**config.mk**
```make
export PLATFORM = sky130hd
export DESIGN_NAME = lsu_rmw
export DESIGN_NICKNAME = d
export VERILOG_FILES = /design/src/rtl/lsu_rmw.sv
export SDC_FILE = /design/constraint.sdc
export NUM_CORES = 1
export LEC_CHECK = 0
export ABC_AREA = 1
export CORE_ASPECT_RATIO = 1.25
export CORE_MARGIN = 2
export CORE_UTILIZATION = 45
export CTS_CLUSTER_DIAMETER = 150
export DETAILED_ROUTE_END_ITERATION = 10
export GPL_TIMING_DRIVEN = 0
export HOLD_SLACK_MARGIN = 0.15
export PLACE_DENSITY_LB_ADDON = 0.15
export SLEW_MARGIN = 20
export SYNTH_ARGS = -nofsm -noshare
export SYNTH_HDL_FRONTEND = slang
export SYNTH_SLANG_ARGS = --single-unit
```
**constraint.sdc**
```tcl
create_clock -name clk -period 5.3 [get_ports clk]
set_clock_uncertainty 0.15 [all_clocks]
set_input_delay 0.795 -clock clk [delete_from_list [all_inputs] [get_ports clk]]
set_output_delay 0.795 -clock clk [all_outputs]
set_load 0.05 [all_outputs]
```
**src/rtl/lsu_rmw.sv**
```systemverilog
// Load/store unit with byte/halfword store via word read-modify-write.
// Latency: load 2, SW 2, SB/SH 3, rejected request 1 cycle from accept to resp_valid.
// Backpressure: req_ready only in IDLE; one request in flight, no queueing.
module lsu_rmw #(
  parameter int DM_ADDRESS = 9,
  parameter int DATA_W     = 32
) (
  input  logic                  clk,
  input  logic                  reset,
  input  logic                  req_valid,
  output logic                  req_ready,
  input  logic                  req_load,
  input  logic                  req_store,
  input  logic [DM_ADDRESS-1:0] req_addr,
  input  logic [DATA_W-1:0]     req_wdata,
  input  logic [2:0]            req_funct3,
  output logic                  resp_valid,
  output logic [DATA_W-1:0]     resp_rdata,
  output logic                  resp_err,
  output logic                  mem_read,
  output logic                  mem_write,
  output logic [DM_ADDRESS-1:0] mem_addr,
  output logic [DATA_W-1:0]     mem_wd,
  output logic [2:0]            mem_funct3,
  input  logic [DATA_W-1:0]     mem_rd
);

  localparam logic [1:0] ST_IDLE = 2'd0;
  localparam logic [1:0] ST_RD   = 2'd1;
  localparam logic [1:0] ST_WR   = 2'd2;
  localparam logic [1:0] ST_RESP = 2'd3;

  logic [1:0]            state;
  logic [DM_ADDRESS-1:0] addr_q;
  logic [2:0]            f3_q;
  logic                  load_q;
  logic                  err_q;
  // Holds store data at accept; for SB/SH it is replaced by the merged word in RD.
  logic [DATA_W-1:0]     wdata_q;
  logic [DATA_W-1:0]     rdata_q;

  logic                  req_err;
  logic [DATA_W-1:0]     lane;
  logic [DATA_W-1:0]     load_val;
  logic [DATA_W-1:0]     mask;
  logic [DATA_W-1:0]     rep;
  logic [DATA_W-1:0]     merged;

  // Classify the incoming request as illegal or misaligned.
  always_comb begin
    req_err = 1'b0;
    if (req_load == req_store) req_err = 1'b1;
    case (req_funct3)
      3'b011, 3'b110, 3'b111: req_err = 1'b1;
      3'b100, 3'b101:         if (req_store) req_err = 1'b1;
      default:                ;
    endcase
    if (req_funct3[1:0] == 2'b01 && req_addr[0]) req_err = 1'b1;
    if (req_funct3 == 3'b010 && req_addr[1:0] != 2'b00) req_err = 1'b1;
  end

  // Extract and extend the addressed lane of the memory word for loads.
  always_comb begin
    lane = mem_rd >> {addr_q[1:0], 3'b000};
    case (f3_q)
      3'b000:  load_val = {{(DATA_W-8){lane[7]}}, lane[7:0]};
      3'b001:  load_val = {{(DATA_W-16){lane[15]}}, lane[15:0]};
      3'b100:  load_val = {{(DATA_W-8){1'b0}}, lane[7:0]};
      3'b101:  load_val = {{(DATA_W-16){1'b0}}, lane[15:0]};
      default: load_val = mem_rd;
    endcase
  end

  // Overlay the store byte/halfword onto the word read back from memory.
  always_comb begin
    if (f3_q[0]) begin
      mask = {{(DATA_W-16){1'b0}}, 16'hFFFF} << {addr_q[1:0], 3'b000};
      rep  = {2{wdata_q[15:0]}};
    end else begin
      mask = {{(DATA_W-8){1'b0}}, 8'hFF} << {addr_q[1:0], 3'b000};
      rep  = {4{wdata_q[7:0]}};
    end
    merged = (mem_rd & ~mask) | (rep & mask);
  end

  // Sequencer: accept in IDLE, then RD and/or WR, then a one-cycle RESP.
  always_ff @(posedge clk) begin
    if (reset) begin
      state   <= ST_IDLE;
      addr_q  <= '0;
      f3_q    <= 3'b000;
      load_q  <= 1'b0;
      err_q   <= 1'b0;
      wdata_q <= '0;
      rdata_q <= '0;
    end else begin
      case (state)
        ST_IDLE: begin
          if (req_valid) begin
            addr_q  <= req_addr;
            f3_q    <= req_funct3;
            load_q  <= req_load;
            err_q   <= req_err;
            wdata_q <= req_wdata;
            rdata_q <= '0;
            if (req_err)                   state <= ST_RESP;
            else if (req_load)             state <= ST_RD;
            else if (req_funct3 == 3'b010) state <= ST_WR;
            else                           state <= ST_RD;
          end
        end
        ST_RD: begin
          if (load_q) begin
            rdata_q <= load_val;
            state   <= ST_RESP;
          end else begin
            wdata_q <= merged;
            state   <= ST_WR;
          end
        end
        ST_WR:   state <= ST_RESP;
        ST_RESP: state <= ST_IDLE;
        default: state <= ST_IDLE;
      endcase
    end
  end

  assign req_ready  = (state == ST_IDLE);
  assign resp_valid = (state == ST_RESP);
  assign resp_err   = resp_valid & err_q;
  assign resp_rdata = resp_valid ? rdata_q : '0;
  assign mem_read   = (state == ST_RD);
  assign mem_write  = (state == ST_WR);
  assign mem_addr   = {addr_q[DM_ADDRESS-1:2], 2'b00};
  assign mem_wd     = mem_write ? wdata_q : '0;
  assign mem_funct3 = 3'b010;

endmodule

```
# Word-level counts from Yosys, hierarchy flattened
# Cells that the tools add are included.
# Widths: inputs -> output; s select.
[totals]
ramBits = 0
mem_count = 0
latch_bits = 0
reg_bits = 80
in_bits = 81
output_inout_bits = 81
rom_bits = 0
[classes]
shift = 3
magnitude_cmp = 0
n_reduce_logical = 11
addsub = 0
div = 0
multipliers = 0
n_bitwise = 5
n_eq_ne = 17
mux = 22
[ops]
columns = ["op", "n"]
rows = [
  ["$mux 32", 8],
  ["$pmux 32 s2", 2],
  ["$pmux 32 s4", 1],
  ["$and 32x32->32", 2],
  ["$not 32->32", 1],
  ["$or 32x32->32", 1],
  ["$shl 16x5->32 const A", 1],
  ["$shl 8x5->32 const A", 1],
  ["$shr 32x5->16", 1],
  ["$eq 3x3->1 const B", 6],
  ["$mux 2", 4],
  ["$pmux 2 s4", 1],
  ["$eq 3x2->1 const B", 2],
  ["$reduce_and 3->1", 2],
  ["$mux 1", 5],
  ["$eq 2x1->1 const B", 2],
  ["$eq 2x2->1 const B", 2],
  ["$ne 2x2->1 const B", 2],
  ["$reduce_bool 2->1", 2],
  ["$eq 3x1->1 const B", 1],
  ["$logic_not 3->1", 1],
  ["$reduce_or 3->1", 1],
  ["$logic_and 1x1->1", 2],
  ["$logic_not 2->1", 1],
  ["6 further kinds", 6],
]

# Logic depth before layout (Yosys ltp)
# Gate-level depths: netlist (run 1).
[depth]
depth_word = 9
depth_mapped = 10
mapped_depth_nobuf = 9

# Least setup slack after synthesis (run 1)
# No wires, ideal clock.
[synth_timing]
kind = "reg2out"
start = "register state[0]"
end = "output port mem_wd[10]"
path_stages_with_launch = 7
required_ps = 4355
path_slack_ps = 2594
path_buffers = 2
t_arrival_ps = 1761
cell_sequence = "dfxtp_1 > inv_1 > ha_1 > clkbuf_1 > clkbuf_1 > nand2_1 > inv_1"
[synth_via]
elab_chain_cells = 2
[synth_rtl]
columns = ["item", "line_no", "text"]
rows = [
  ["start: declaration", "33", "logic [1:0] state;"],
  ["start signal: assignment", "89", "state <= ST_IDLE;"],
  ["start signal: assignment", "106", "if (req_err) state <= ST_RESP;"],
  ["start signal: assignment", "107", "else if (req_load) state <= ST_RD;"],
  ["$eq 2x2->1", "133", "assign mem_write = (state == ST_WR);"],
  ["via mem_write", "21", "output logic mem_write,"],
  ["$mux 32", "135", "assign mem_wd = mem_write ? wdata_q : '0;"],
  ["end: declaration", "23", "output logic [DATA_W-1:0] mem_wd,"],
]
# The timed path passes the listed nets, and every way through them passes these cells.

# Final worst setup path (run 1)
[layout_timing]
start = "register state[0]"
end = "output port mem_wd[27]"
[layout_via]
elab_chain_cells = 2
[layout_rtl]
columns = ["item", "line_no"]
rows = [
  ["$eq 2x2->1", "133"],
  ["$mux 32", "135"],
]
# No other way between the ends.

==> qor.yml, run 1 <==
status: "completed"
start_util_pct: 45.8
post-cts-setup-buffer-count: 0
slowest_delay_ns: 0.79
worstSetupStartpointType: "flip-flop"
drt_iter0_markers: 369
maxSlewViolCount: 0
arrival_ns: 2.67
tritoncts: "yes"
synth_xor_area_share_pct: 0
die-area_sq_um: 12100
peakVddDrop_mv: 0.263
track_usage_pct: 28.0
grt_pass1_vias: 5275
synth_compound_area_share_pct: 25.1
clock_latency_ns: 0.34
startpoint: "state[0]"
fill_cells: 1049
power_frac_comb_pct: 49.3
grt_max_degree: 13
switching_share_pct: 44.5
synthAdderAreaFrac_pct: 1.24
internal_power_mw: 1.52
wl_met2_um: 8180
required_ns: 4.36
cp_slowest_cell: "clkdlybuf4s50_1"
pwr-share-seq_pct: 30.5
synthSimpleGateAreaFrac_pct: 27.0
final_antenna_net_count: 0
ys_seq_elements: 80
core_sq_um: 11000
routedLengthMet1_um: 6670
die_w_um: 98.8
path_cells: "inv_1, ha_1, clkbuf_1, clkbuf_1, nand2_1, inv_1, clkdlybuf4s50_1"
top_layer_used: "met4"
crit_fanout: 10
critPathKind: "flip-flop to output pin"
clock-sinks: 80
synth.distinct_cells: 37
cts-root-buf: "clkbuf_16"
avgRoutedWirePerCell_um: 15.4
leakagePower_nw: 3.25
routed_via_density: 5.20
drc: 0
cts_buffers: 9
fmax_mhz: 276
fin_crit_sh_pct: 68.3
synth_top_family_by_area: "simple AND/OR/NAND/NOR gates"
grt_pass1_wl_um: 26600
p_sw_mw: 1.22
hold_class: "flip-flop to flip-flop"
holdBufCountCts: 0
fin_nets: 1045
rr_startpoint: "state[0]"
syn_area_per_cell_sq_um: 6.40
io_pins: 162
rsz0062_at_grt: "no"
fin_crit_ns: 3.62
clk_pin_slew_ns: 0.06
antenna_found_initial: 0
route.met3.wl_um: 1420
port_buffers: 155
antenna_cells: 0
tns_ns: 0
drive_gt1_share_pct: 9.66
dp_cells: 1083
yosysWarnings: 0
gr-total-overflow: 0
syn_inst: 790
floorplan.rows: 43
ctsHtreeMaxLevel: 3
tightest_slew_ns: 0.590
routed_wirelength_um: 16900
final_common_cell: "nand2_1"
power_density_nw_per_um2: 389
cts_resized: 0
clock_path_buffers: 2
areaGrowthSynthToFinish_pct: 39.3
hpwl_um: 13200
min_from: "err_q"
layout.cells.non_filler: 1098
hold_viol: 0
maxSlewHeadroom_pct: 60.6
setup_viol: 0
p_clk_share_pct: 20.1
cp-end-kind: "output pin"
die_y_um: 123
place_congestion: 0.982
mostFrequentLayoutCells: "nand2_1, clkdlybuf4s50_1, inv_1, dfxtp_1, o21ai_0"
num_vias: 5713
max_cap_violations: 0
syn_area_sq_um: 5060
seq_area_frac_synth_pct: 31.7
firstDrtPassIters: 6
synth_mux_area_share_pct: 0
## state kept, by name (all words and copies together) (netlist names), named ones only
| register | count |
|---|---|
| err_q | 1 |
| addr_q | 9 |
| f3_q | 3 |
| wdata_q | 24 |
| state | 2 |
| load_q | 1 |
| rdata_q | 32 |
## kinds of logic after synthesis
family,count (synthesis)
other,2
flip-flops,80
AND/OR/NAND/NOR,326
adder cells (fa/ha/maj),5
AO/OA/AOI/OAI,211
buffers and inverters,166
## path summary, 6_finish.rpt
kind / end / depth (start not counted) / slack, ns
max: mem_wd[27] / 7 / 1.68
min: err_q / 2 / 0.32
max reg2reg: rdata_q[20] / 9 / 3.14
min reg2reg: err_q / 2 / 0.32
## layer usage
layer	track usage (%)	vias up
li1	-	2857
met1	34.0	2554
met2	48.1	259
met3	4.61	43
met4	13.4	0
met5	0	-
## power groups by stage
stage                     logic [mW]  registers, mW  clock network, mW
final                           1.35          0.835              0.551
after global routing            1.47          0.854              0.579
after CTS                       1.34          0.834              0.556
after detailed placement        1.33          0.846                  0
after global placement          1.33          0.843                  0
after floorplan                0.959          0.822                  0
## through the flow
step	util [%]	hold slack, ns	worst slack (ns)	power, mW	cell area (sq um)
floorplan	-	0.295	2.59	1.78	5070
global placement	61.5	0.307	2.05	2.17	6790
detailed placement	61.5	0.307	2.06	2.18	6790
CTS	63.9	0.317	1.69	2.73	7040
global route	63.9	0.334	1.53	2.90	7040
finish	63.9	0.315	1.68	2.74	7040
## synth_stat cells
library cell / number / share of area [%]
a211oi_1: 7 / 1.0
a211oi_2: 2 / 0.49
a21oi_1: 49 / 4.9
a21oi_2: 10 / 1.7
a21oi_4: 1 / 0.32
a31oi_1: 24 / 3.0
buf_1: 1 / 0.074
buf_12: 1 / 0.40
buf_2: 12 / 1.2
buf_4: 15 / 2.2
buf_6: 4 / 0.89
clkbuf_1: 29 / 2.2
clkbuf_2: 1 / 0.099
clkinv_1: 1 / 0.074
clkinv_4: 1 / 0.17
conb_1: 2 / 0.15
dfxtp_1: 80 / 32
ha_1: 5 / 1.2
inv_1: 94 / 7.0
inv_2: 6 / 0.45
inv_4: 1 / 0.12
nand2_1: 233 / 17
nand2_2: 11 / 1.4
nand2_4: 6 / 1.3
nand2_8: 1 / 0.40
nand3_1: 9 / 0.89
nand3_2: 1 / 0.20
nand3_4: 1 / 0.35
nand4_1: 1 / 0.12
nor2_1: 60 / 4.5
nor2_2: 1 / 0.12
nor2_4: 2 / 0.45
o211ai_1: 31 / 4.6
o21ai_0: 75 / 7.4
o21ai_1: 9 / 0.89
o21ai_2: 1 / 0.17
o21ai_4: 2 / 0.64
## critical path, delay by kind of cell (launching register included)
kind          cells  cell delay [ns]
buf+inv           5             1.72
flops             1             0.33
fa+ha+maj         1             0.17
simple gates      1             0.13
## area by class of cell
| cell class | instances | area [sq um] | area share [%] |
|---|---|---|---|
| plain buffers | 63 | 355 | 5.05 |
| flip-flops and latches | 80 | 1600 | 22.7 |
| clock buffers | 11 | 233 | 3.30 |
| multi-input cells | 547 | 2720 | 38.6 |
| inverters | 103 | 394 | 5.60 |
| clock inverters | 4 | 22.5 | 0.320 |
| repair buffers | 155 | 1550 | 22.0 |
| well taps | 135 | 169 | 2.40 |
Note: power is estimated with default switching activity, not from simulation.
==> run 2: changes to the inputs <==
==> constraint.sdc (replaced) <==
create_clock -name clk -period 3.45 [get_ports clk]
set_clock_uncertainty 0.15 [all_clocks]
set_input_delay 0.5175 -clock clk [delete_from_list [all_inputs] [get_ports clk]]
set_output_delay 0.5175 -clock clk [all_outputs]
set_load 0.05 [all_outputs]
==> run 2 against run 1 <==
Count of clock-buffer cells in the layout did not move. Worst setup slack worse by 1.6 ns. Critical path type unchanged. Critical endpoint is now mem_wd[9]. Routed wire length increased by 0.36%.
==> qor.yml, run 2 (synthesized netlist as in run 1, its figures left out) <==
power_frac_comb_pct: 49.3
worstSetupStartpointType: "flip-flop"
clock_path_buffers: 2
top_layer_used: "met4"
gr-total-overflow: 0
hold_viol: 0
wl_met2_um: 8170
post-cts-setup-buffer-count: 0
drt_iter0_markers: 332
io_pins: 162
place_congestion: 0.982
start_util_pct: 45.8
die_y_um: 123
crit_fanout: 10
grt_pass1_vias: 5275
drive_gt1_share_pct: 9.87
dp_cells: 1083
peakVddDrop_mv: 0.404
critPathKind: "flip-flop to output pin"
routed_wirelength_um: 17000
clk_pin_slew_ns: 0.06
switching_share_pct: 44.5
top_register: "rdata_q"
cts_buffers: 9
ctsHtreeMaxLevel: 3
routedLengthMet1_um: 6830
pwr-share-seq_pct: 30.6
avgRoutedWirePerCell_um: 15.5
port_buffers: 155
final_common_cell: "nand2_1"
mostFrequentLayoutCells: "nand2_1, clkdlybuf4s50_1, inv_1, dfxtp_1, o21ai_0"
reg_top3: "rdata_q: 32 flops, wdata_q: 24 flops, addr_q: 9 flops"
clock-sinks: 80
fin_nets: 1045
power_density_nw_per_um2: 594
place_ws_ns: 0.488
track_usage_pct: 28.0
layout.cells.non_filler: 1098
areaGrowthSynthToFinish_pct: 40.0
core_sq_um: 11000
maxSlewViolCount: 0
p_clk_share_pct: 20.2
arrival_ns: 2.65
maxSlewHeadroom_pct: 60.8
cts-root-buf: "clkbuf_16"
cp-end-kind: "output pin"
required_ns: 2.78
tritoncts: "yes"
routed_via_density: 5.25
fin_crit_ns: 3.32
fmax_mhz: 301
status: "completed"
grt_max_degree: 13
largest_reg_flops: 32
finalWorstSetupSlack_ns: 0.132
antenna_cells: 0
drc: 0
hold_class: "flip-flop to flip-flop"
route.met3.wl_um: 1290
clock_latency_ns: 0.34
floorplan.rows: 43
firstDrtPassIters: 7
num_vias: 5764
antenna_found_initial: 0
final_antenna_net_count: 0
die-area_sq_um: 12100
setup_viol: 0
hpwl_um: 13200
internal_power_mw: 2.33
grt_pass1_wl_um: 26600
p_sw_mw: 1.87
leakagePower_nw: 3.52
die_w_um: 98.8
fin_crit_sh_pct: 96.2
tightest_slew_ns: 0.588
max_cap_violations: 0
[run 2: area by class of cell]
type                       instances  area, sq um
buffer                            63          358
clock buffer                      11          233
clock inverter                     4         22.5
fill                            1042         3950
inverter                         103          394
multi-input combinational        547         2720
sequential                        80         1600
tap                              135          169
timing repair buffer             155         1590
[run 2: worst paths after layout]
check / start / endpoint / slack, ns / cells after the start
max: state[0] / mem_wd[9] / 0.13 / 7
min: err_q / err_q / 0.31 / 2
max reg2reg: state[0] / rdata_q[20] / 1.31 / 9
min reg2reg: err_q / err_q / 0.31 / 2
[run 2: per-layer routing]
layer | vias up | track usage [%]
met5 | - | 0
li1 | 2853 | -
met3 | 49 | 4.61
met2 | 267 | 48.1
met4 | 0 | 13.4
met1 | 2595 | 34.0
[run 2: worst max-delay path, cell delays in order (launching register included)]
cell	delay, ns
dfxtp_1	0.33
inv_1	0.09
ha_1	0.17
clkbuf_1	0.35
clkbuf_1	0.39
nand2_1	0.12
inv_1	0.07
clkdlybuf4s50_1	0.79
[run 2: per-stage QoR]
stage / TNS (ns) / cell area [sq um] / power, mW / hold slack (ns) / util (%)
final: 0 / 7080 / 4.21 / 0.315 / 64.2
after floorplan: 0 / 5070 / 2.74 / 0.295 / -
after CTS: 0 / 7040 / 4.19 / 0.317 / 63.9
after global placement: 0 / 6790 / 3.33 / 0.307 / 61.5
after global routing: -0.00295 / 7080 / 4.46 / 0.334 / 64.2
after detailed placement: 0 / 6790 / 3.35 / 0.307 / 61.5
[run 2: repair_timing]
action / CTS / global route
gates resized for setup: 0 / 19
endpoints found under the setup margin: 0 / 20
hold buffers: 0 / 0
[run 2: power by group through the flow]
stage | sequential [mW] | clock (mW) | combinational (mW)
2_1_floorplan | 1.26 | 0 | 1.47
3_3_place_gp | 1.29 | 0 | 2.04
3_5_place_dp | 1.30 | 0 | 2.05
4_1_cts | 1.28 | 0.855 | 2.06
5_1_grt | 1.31 | 0.890 | 2.26
6_report | 1.29 | 0.848 | 2.07
==> run 3: changes to the inputs <==
--- a/config.mk
+++ b/config.mk
@@ -5,7 +5,7 @@
 export SDC_FILE = /design/constraint.sdc
 export NUM_CORES = 1
 export LEC_CHECK = 0
-export ABC_AREA = 1
+export ABC_AREA = 0
 export CORE_ASPECT_RATIO = 1.25
 export CORE_MARGIN = 2
 export CORE_UTILIZATION = 45
@@ -13,8 +13,10 @@
 export DETAILED_ROUTE_END_ITERATION = 10
 export GPL_TIMING_DRIVEN = 0
 export HOLD_SLACK_MARGIN = 0.15
+export MAX_ROUTING_LAYER = met4
 export PLACE_DENSITY_LB_ADDON = 0.15
 export SLEW_MARGIN = 20
 export SYNTH_ARGS = -nofsm -noshare
 export SYNTH_HDL_FRONTEND = slang
 export SYNTH_SLANG_ARGS = --single-unit
+export TNS_END_PERCENT = 20
==> run 3 against run 2 <==
Hold slack worse by 0.017 ns. Fmax is 4.5% higher. Global-route usage is 3.7 points higher. Sequential share of layout area is 0.42 points higher. Core utilization is 1.3 points higher. Largest power group unchanged. Sequential power hardly changed. Clock power is 15% higher. Worst setup slack better by 0.14 ns. Critical endpoint is now mem_wd[12]. Critical path depth is 2 lower.
==> qor.yml, run 3 <==
peakVddDrop_mv: 0.306
reg_top3: "rdata_q: 32 flops, wdata_q: 24 flops, addr_q: 9 flops"
synth.distinct_cells: 40
synth-edff-count: 0
final_antenna_net_count: 0
crit_fanout: 10
clock_latency_ns: 0.34
track_usage_pct: 31.6
largest_reg_flops: 32
multi_input_area_sq_um: 2930
avgRoutedWirePerCell_um: 19.9
syn_area_sq_um: 4920
cts-root-buf: "clkbuf_16"
routed_wirelength_um: 18600
setup_viol: 0
die_y_um: 121
arrival_ns: 2.51
critPathKind: "flip-flop to output pin"
final_cell_area_sq_um: 6950
power_density_nw_per_um2: 663
seq_area_sq_um: 1600
top_register: "rdata_q"
num_vias: 5534
clock-sinks: 80
pwr-share-seq_pct: 27.8
syn_inst: 631
grt_pass1_vias: 5445
p_clk_share_pct: 21.1
drt_iter0_markers: 334
grt_max_degree: 14
startpoint: "state[0]"
clk_pin_slew_ns: 0.06
mostFrequentLayoutCells: "clkdlybuf4s50_1, dfxtp_1, and2_1, a21oi_1, nor2_1"
reg2reg_depth: 8
synth.area.top_cells: "dfxtp_1, and2_1, a21oi_1, nor2_1, o21ai_0"
tns_ns: 0
post-cts-setup-buffer-count: 0
async_reset_ff_share_pct: 0
syn_area_per_cell_sq_um: 7.80
switching_share_pct: 45.0
antenna_cells: 0
hpwl_um: 14500
drc: 0
whs_path_depth: 2
grt_pass1_wl_um: 28600
place_congestion: 0.942
fill_cells: 944
core_sq_um: 10600
start_util_pct: 46.4
areaGrowthSynthToFinish_pct: 41.2
yosysTopAreaCell: "dfxtp_1"
rr_startpoint: "state[0]"
hold_class: "flip-flop to flip-flop"
yosys-top-cells-count: "dfxtp_1, and2_1, a21oi_1, nor2_1, nand2_1"
cts_resized: 0
routed_via_density: 5.91
antenna_found_initial: 0
synth_top_area_share_pct: 32.5
holdBufCountCts: 0
tritoncts: "yes"
fmax_mhz: 315
ys_seq_elements: 80
yosysMostFrequentCell: "dfxtp_1"
holdWs_ns: 0.298
power_frac_comb_pct: 51.1
required_ns: 2.78
rsz0062_at_grt: "no"
final_common_cell: "clkdlybuf4s50_1"
placed_cell_area_sq_um: 6650
cp-end-kind: "output pin"
p_sw_mw: 2.07
synth_top_flop_cell: "dfxtp_1"
fin_crit_sh_pct: 92.0
drive_gt1_share_pct: 8.70
fin_util_pct: 65.5
fin_total_pwr_mw: 4.61
max_cap_violations: 0
leakagePower_nw: 2.47
io_pins: 162
hold_viol: 0
yosysWarnings: 0
clock_path_buffers: 2
maxSlewViolCount: 0
tightest_slew_ns: 0.931
ctsHtreeMaxLevel: 3
firstDrtPassIters: 5
gr-total-overflow: 0
die_w_um: 97.6
worstSetupStartpointType: "flip-flop"
seq_area_frac_synth_pct: 32.5
die-area_sq_um: 11800
maxSlewHeadroom_pct: 37.5
fin_nets: 886
port_buffers: 155
status: "completed"
fin_crit_ns: 3.17
floorplan.rows: 42
cts_buffers: 9
min_from: "wdata_q[18]"
internal_power_mw: 2.53
run 3: changes by cell type after synthesis, sizes merged, moves of 11 or more:
cell and change:
nand2 -204, inv -86, and2 +67, o21ai -47, o211ai -31, o2bb2ai +20
a211oi +17, o221a +16, clkbuf +15, nand3b +13, o41ai +12, mux2i +11
nand3 -11
run 3: worst max-delay path, stage by stage (launching register included):
cell and delay [ns]:
dfxtp_1 0.34, inv_1 0.09, ha_1 0.34, clkbuf_1 0.39, and2_1 0.20, clkdlybuf4s50_1 0.80
run 3: logic make-up after synthesis:
kind of cell,Yosys count,share of synthesized area (%)
adder cells (fa/ha/maj),5,1.27
buffers and inverters,87,8.31
flip-flops,80,32.5
multiplexers,12,2.46
AO/OA/AOI/OAI,220,31.8
other,2,0.152
AND/OR/NAND/NOR,225,23.5
run 3: final timing paths:
check                 to  slack, ns
max           mem_wd[12]       0.28
min          wdata_q[18]       0.30
max reg2reg  wdata_q[16]       0.87
min reg2reg  wdata_q[18]       0.30
run 3: final cells by class:
class	instances	share of cell area (%)
multi-input cells	467	42.1
well taps	132	2.38
plain buffers	72	5.07
repair buffers	155	22.3
flip-flops and latches	80	23.0
clock inverters	4	0.774
clock buffers	12	3.55
inverters	15	0.810
run 3: power by group through the flow:
stage | clock (mW) | sequential, mW | combinational [mW]
after floorplan | 0 | 1.25 | 1.61
after global placement | 0 | 1.29 | 2.27
after detailed placement | 0 | 1.30 | 2.32
after CTS | 0.980 | 1.28 | 2.33
after global routing | 1.01 | 1.31 | 2.53
final | 0.973 | 1.28 | 2.35
run 3: metrics by stage:
stage | cells | setup slack (ns)
2_1_floorplan | 634 | 1.00
3_3_place_gp | 921 | 0.670
3_5_place_dp | 921 | 0.615
4_1_cts | 937 | 0.250
5_1_grt | 937 | 0.167
6_report | 937 | 0.275
run 3: per-layer routing:
metal,wire [um],vias up,global-route usage (%)
li1,-,2596,-
met1,7420,2567,37.0
met2,9070,299,53.1
met3,1210,72,3.97
met4,928,0,17.3
met5,0,-,-
